`src/rtl/lsu_pkg.sv`:
```
// Shared types and helpers for the load/store unit: FSM states, access size
// encodings, latched request fields and alignment helpers.
package lsu_pkg;

    localparam int unsigned XLEN   = 64;
    localparam int unsigned MASK_W = XLEN / 8;
    localparam int unsigned RD_W   = 5;

    typedef enum logic [1:0] {
        IDLE = 2'd0,
        REQ  = 2'd1,
        WAIT = 2'd2,
        RESP = 2'd3
    } state_t;

    localparam logic [1:0] SZ_B = 2'd0;
    localparam logic [1:0] SZ_H = 2'd1;
    localparam logic [1:0] SZ_W = 2'd2;
    localparam logic [1:0] SZ_D = 2'd3;

    // Request fields kept for the lifetime of one access
    typedef struct packed {
        logic       wen;
        logic [1:0] size;
        logic       uns;
        logic [2:0] off;
    } acc_t;

    function automatic logic [MASK_W-1:0] size_mask(input logic [1:0] size);
        logic [MASK_W-1:0] m;
        case (size)
            SZ_B:    m = 8'h01;
            SZ_H:    m = 8'h03;
            SZ_W:    m = 8'h0F;
            default: m = 8'hFF;
        endcase
        return m;
    endfunction

    function automatic logic misaligned(input logic [1:0] size, input logic [2:0] off);
        logic bad;
        case (size)
            SZ_B:    bad = 1'b0;
            SZ_H:    bad = off[0];
            SZ_W:    bad = |off[1:0];
            default: bad = |off;
        endcase
        return bad;
    endfunction

endpackage

```
`src/rtl/lsu_align.sv`:
```
// Byte-lane steering: store mask/data placement into the doubleword and
// load lane extraction with sign/zero extension.
module lsu_align
    import lsu_pkg::*;
(
    input  logic [1:0]        st_size,
    input  logic [2:0]        st_off,
    input  logic [XLEN-1:0]   st_wdata,
    output logic [MASK_W-1:0] st_mask_c,
    output logic [XLEN-1:0]   st_wdata_c,
    input  logic [1:0]        ld_size,
    input  logic [2:0]        ld_off,
    input  logic              ld_unsigned,
    input  logic [XLEN-1:0]   ld_rdata,
    output logic [XLEN-1:0]   ld_data_c
);

    logic [5:0]      st_sh;
    logic [5:0]      ld_sh;
    logic [XLEN-1:0] lane;

    always_comb begin
        st_sh      = {st_off, 3'b000};
        st_mask_c  = size_mask(st_size) << st_off;
        st_wdata_c = st_wdata << st_sh;
    end

    // Right-justify the addressed lane, then extend to the full width
    always_comb begin
        ld_sh = {ld_off, 3'b000};
        lane  = ld_rdata >> ld_sh;
        case (ld_size)
            SZ_B:    ld_data_c = ld_unsigned ? {56'b0, lane[7:0]}  : {{56{lane[7]}},  lane[7:0]};
            SZ_H:    ld_data_c = ld_unsigned ? {48'b0, lane[15:0]} : {{48{lane[15]}}, lane[15:0]};
            SZ_W:    ld_data_c = ld_unsigned ? {32'b0, lane[31:0]} : {{32{lane[31]}}, lane[31:0]};
            default: ld_data_c = lane;
        endcase
    end

endmodule

```
`src/rtl/lsu.sv`:
```
// Single-outstanding load/store unit: accepts one access from execute, issues it
// to memory, formats the load result and reports completion or error.
module lsu
    import lsu_pkg::*;
#(
    parameter int unsigned TIMEOUT_CYCLES = 255
) (
    input  logic              clk,
    input  logic              rst_n,
    input  logic              req_valid,
    output logic              req_ready,
    input  logic              req_wen,
    input  logic [1:0]        req_size,
    input  logic              req_unsigned,
    input  logic [XLEN-1:0]   req_addr,
    input  logic [XLEN-1:0]   req_wdata,
    input  logic [RD_W-1:0]   req_rd,
    output logic              mem_valid,
    input  logic              mem_ready,
    output logic              mem_wen,
    output logic [XLEN-1:0]   mem_addr,
    output logic [XLEN-1:0]   mem_wdata,
    output logic [MASK_W-1:0] mem_wmask,
    input  logic              mem_rvalid,
    input  logic [XLEN-1:0]   mem_rdata,
    output logic              resp_valid,
    output logic              resp_err,
    output logic [RD_W-1:0]   resp_rd,
    output logic [XLEN-1:0]   resp_data
);

    // Counter may reach TIMEOUT_CYCLES when the handshake lands on the last REQ cycle
    localparam int unsigned    CNT_W    = $clog2(TIMEOUT_CYCLES + 2);
    localparam logic [CNT_W-1:0] CNT_LAST = CNT_W'(TIMEOUT_CYCLES - 1);

    state_t            state, state_n;
    acc_t              acc;
    logic [CNT_W-1:0]  cnt, cnt_n;
    logic              accept_c;
    logic              err_c;
    logic              load_done_c;
    logic [MASK_W-1:0] st_mask_c;
    logic [XLEN-1:0]   st_wdata_c;
    logic [XLEN-1:0]   ld_data_c;

    lsu_align u_align (
        .st_size     (req_size),
        .st_off      (req_addr[2:0]),
        .st_wdata    (req_wdata),
        .st_mask_c   (st_mask_c),
        .st_wdata_c  (st_wdata_c),
        .ld_size     (acc.size),
        .ld_off      (acc.off),
        .ld_unsigned (acc.uns),
        .ld_rdata    (mem_rdata),
        .ld_data_c   (ld_data_c)
    );

    always_ff @(posedge clk or negedge rst_n) begin
        if (!rst_n) begin
            state <= IDLE;
            cnt   <= '0;
        end else begin
            state <= state_n;
            cnt   <= cnt_n;
        end
    end

    // A completing handshake or read response wins over the timeout in the same cycle
    always_comb begin
        state_n     = state;
        cnt_n       = cnt;
        accept_c    = 1'b0;
        err_c       = 1'b0;
        load_done_c = 1'b0;
        case (state)
            IDLE: begin
                if (req_valid) begin
                    accept_c = 1'b1;
                    cnt_n    = '0;
                    if (misaligned(req_size, req_addr[2:0])) begin
                        state_n = RESP;
                        err_c   = 1'b1;
                    end else begin
                        state_n = REQ;
                    end
                end
            end
            REQ: begin
                if (mem_valid && mem_ready) begin
                    state_n = acc.wen ? RESP : WAIT;
                    cnt_n   = cnt + CNT_W'(1);
                end else if (cnt >= CNT_LAST) begin
                    state_n = RESP;
                    err_c   = 1'b1;
                end else begin
                    cnt_n = cnt + CNT_W'(1);
                end
            end
            WAIT: begin
                if (mem_rvalid) begin
                    state_n     = RESP;
                    load_done_c = 1'b1;
                end else if (cnt >= CNT_LAST) begin
                    state_n = RESP;
                    err_c   = 1'b1;
                end else begin
                    cnt_n = cnt + CNT_W'(1);
                end
            end
            RESP: begin
                state_n = IDLE;
                cnt_n   = '0;
            end
            default: state_n = IDLE;
        endcase
    end

    // Registered outputs follow the next state so they line up with the state register
    always_ff @(posedge clk or negedge rst_n) begin
        if (!rst_n) begin
            req_ready  <= 1'b1;
            mem_valid  <= 1'b0;
            mem_wen    <= 1'b0;
            mem_addr   <= '0;
            mem_wdata  <= '0;
            mem_wmask  <= '0;
            resp_valid <= 1'b0;
            resp_err   <= 1'b0;
            resp_rd    <= '0;
            resp_data  <= '0;
            acc        <= '0;
        end else begin
            req_ready  <= (state_n == IDLE);
            mem_valid  <= (state_n == REQ);
            resp_valid <= (state_n == RESP);
            resp_err   <= err_c;
            resp_data  <= load_done_c ? ld_data_c : '0;
            if (accept_c) begin
                acc.wen   <= req_wen;
                acc.size  <= req_size;
                acc.uns   <= req_unsigned;
                acc.off   <= req_addr[2:0];
                resp_rd   <= req_rd;
                mem_addr  <= {req_addr[XLEN-1:3], 3'b000};
                mem_wdata <= st_wdata_c;
            end
            if (state_n != REQ) begin
                mem_wen   <= 1'b0;
                mem_wmask <= '0;
            end else if (accept_c) begin
                mem_wen   <= req_wen;
                mem_wmask <= st_mask_c;
            end
        end
    end

endmodule

```
`config.mk`:
```
export PLATFORM = sky130hd
export DESIGN_NAME = lsu
export DESIGN_NICKNAME = d
export VERILOG_FILES = /design/src/rtl/lsu_pkg.sv /design/src/rtl/lsu_align.sv /design/src/rtl/lsu.sv
export SDC_FILE = /design/constraint.sdc
export NUM_CORES = 1
export LEC_CHECK = 0
export CORE_AREA = 4 4 124 245
export CTS_BUF_LIST = sky130_fd_sc_hd__clkbuf_16
export DETAILED_ROUTE_END_ITERATION = 7
export DIE_AREA = 0 0 128 249
export PLACE_DENSITY = 0.89
export SLEW_MARGIN = 20
export SYNTH_ARGS = -nofsm -noshare
export SYNTH_HDL_FRONTEND = slang
export SYNTH_SLANG_ARGS = --single-unit
```
`constraint.sdc`:
```
create_clock -name clk -period 2.03 [get_ports clk]
set_input_delay 0.609 -clock clk [delete_from_list [all_inputs] [get_ports clk]]
set_output_delay 0.609 -clock clk [all_outputs]
set_load 0.02 [all_outputs]
```
==> metrics <==
status=finished, violations left; failing checks=setup timing; gpl congestion=0.924; Hold Path Class=reg2reg; crit-path max FO=12; post-synth top area cell=dfrtp_1; Final period util=111%; Chip Width=128 um; slowest stage cell, crit path=mux4_2; critical path start-end classification=reg2reg; delay-heaviest family, CP=multiplexers; I/O pin cnt=416; register share of total power=28.9%; Num CTS Buffers=23; post-synth cell types=58; max incr delay on CP=510 ps; RSZ-0062 raised after global routing=yes; final setup violation count=43; Post-Syn Area=11900 um^2; initial antenna violation count=1; LEAKAGE=0.00906 uW; Root Buffer=clkbuf_16; H-Tree Depth=1; die height=249 um; fin area=18200 um^2; crit end category=register; worst setup margin=-219 ps; Final ANT Viol Nets=0; Crit path required time=2450 ps; YS warnings=0; Yosys reg bits=225; Die ar.=31900 um^2; Async SR Flop Fraction=100%; Starting Density=41.5%; PortBufs=412; layout cells sized above 1=18.2%; FMAX=445 MHz; sw power=10200 uW; max cap viols=0; DR iter-0 viols=933; nets@finish=1969; Global Route Usage Sum=26.1%; CTS tree=done; share of the synthesized area in the top cell type=47.2%; Antenna diodes=0; Via Count=12000; Cell Area, Placed=17300 um^2; Slew Viols, Final=0; routed wire length=43500 um; via-per-instance ratio=5.63; P_int=13700 uW; Startpoint Class=register; average cell area after synthesis=9.48 um^2; Congestion Overflow GR=0; crit path buf inv count=2; Tightest Pin Transition=573 ps; Rows=88; sw frac=42.7%; core area=28600 um^2; clock skew=10.6 ps; # DRC=0; largest cells by area after synthesis=dfrtp_1, nand2_1, mux4_2; Gate power share=53.2%; Critical Path AT=2670 ps; Pre-antenna DRT Iters=6; vias in the first global route=12200; Tmin final=2250 ps; Hold Fails Final Rpt=0; CTS Sinks=225; dpl hpwl=32200 um; Clock Tree Buf Depth=3; Post-synth EDFFs=0; clock network power share=17.9%; area grow syn2layout=53.2%; P per Cell Area=1310 nW/um^2; Clk Latency, worst-skew pair=530 ps; largest net degree at the start of global routing=64; ys flop type=dfrtp_1; first-pass GRT wire length=66100 um; Post-Syn Instances=1252; Clk pin slew, worst setup/hold paths=70 ps; crit path cell chain=mux2_4 > mux4_2 > and3_4 > o31ai_4 > buf_12 > clkbuf_16 > nor2_1; VDD IR max=1.24 mV; WHS=468 ps; WL/cell=20.4 um; FILL cells=2274; relative slew slack=61.8%; register area share after synthesis=47.4%
[logic make-up after synthesis]
logic type | Yosys count | synth area share [%]
adder cells (fa/ha/maj) | 7 | 0.738
AO/OA/AOI/OAI | 284 | 15.6
other | 1 | 0.0316
flip-flops | 225 | 47.4
AND/OR/NAND/NOR | 496 | 17.6
buffers and inverters | 109 | 3.97
multiplexers | 130 | 14.6
[registers in the layout (all words and copies together), names as in the netlist]
name and count:
mem_addr 61, mem_valid 1, mem_wmask 8, resp_data 64, state 2, mem_wen 1, req_ready 1, acc 7
mem_wdata 64, resp_err 1, resp_rd 5, resp_valid 1, cnt 9
[layout by cell type (no fill, tap or decap), types with 16 or more instances in the layout]
master and count:
dfrtp_1 221, a22oi_1 16, mux2_2 33, mux2i_1 58, clkbuf_16 25, a21oi_1 74, dlygate4sd2_1 209, clkdlybuf4s50_1 197
mux4_2 31, buf_4 145, a211oi_1 28, nand2_1 303, nor2_1 105, o21ai_0 61, a22o_1 25, nor2b_1 29
[timing repair]
action                                  CTS  global route
buffers inserted                          1             5
resized for setup                       226            33
cloned                                    2             3
hold endpoints to repair                 35             0
hold buffers                              1             0
endpoints found under the setup margin  263            70
pin swaps                                 1            10
[power groups by stage]
stage                     Combinational (uW)  Sequential, uW  Clock (uW)
after floorplan                         5160            8540           0
final                                  12700            6910        4290
after CTS                              12100            6910        4380
after detailed placement               12800            7010           0
after global placement                 12600            6980           0
after global routing                   13600            7080        4570
[layout make-up]
cell class | instances | area, um^2 | area share (%)
Inverter | 8 | 30.0 | 0.165
Sequential cell | 225 | 5640 | 31.0
Clock inverter | 19 | 171 | 0.943
Timing Repair Buffer | 577 | 5340 | 29.4
Clock buffer | 23 | 576 | 3.17
Multi-Input combinational cell | 921 | 5980 | 32.9
Tap cell | 360 | 450 | 2.48
[worst min-delay path, cell delays in order (launching register included)]
cell	delay (ps)
dfrtp_1	340
nand2_1	50
nand2_1	50
[cells in the mapped netlist (8+ instances only)]
cell and number:
a211oi_1 28, a21oi_1 83, a22o_1 25, a22oi_1 16, and2_1 9, and3_1 10
buf_1 13, buf_2 11, clkbuf_1 68, dfrtp_1 224, inv_1 8, mux2_2 35
mux2i_1 63, mux4_2 31, nand2_1 304, nor2_1 107, nor2b_1 30, nor3_1 9
o211ai_1 11, o21ai_0 67, o22a_1 10, o31a_1 8
[worst paths after layout]
kind | start | endpoint | slack, ps | depth (start not counted)
max in group asynchronous | rst_n | resp_data[40] | 810 | 3
worst max-delay path | acc[1] | resp_data[53] | -220 | 7
worst min-delay path | mem_addr[61] | mem_addr[61] | 470 | 2
min in group asynchronous | rst_n | mem_wdata[54] | 590 | 2
worst min register to register | mem_addr[61] | mem_addr[61] | 470 | 2
worst max register to register | acc[1] | resp_data[53] | -220 | 7
[per-layer routing]
layer / GRT usage [%] / share of wire, %
met1: 31.5 / 36
met2: 44.0 / 49
met3: 7.49 / 11
met4: 9.59 / 4.2
met5: 0 / 0.030
[per-stage QoR]
stage / setup slack, ps / setup TNS, ps / instances / power [uW] / util (%)
5_1_grt: -265 / -9470 / 2133 / 25300 / 63.5
6_report: -219 / -7240 / 2133 / 23900 / 63.5
3_5_place_dp: -803 / -54750 / 2079 / 19800 / 60.6
4_1_cts: -144 / -4010 / 2125 / 23400 / 62.7
2_1_floorplan: -217 / -6420 / 1254 / 13700 / -
3_3_place_gp: -811 / -52350 / 2079 / 19500 / 60.6
Power figures use the tool's default switching activity.
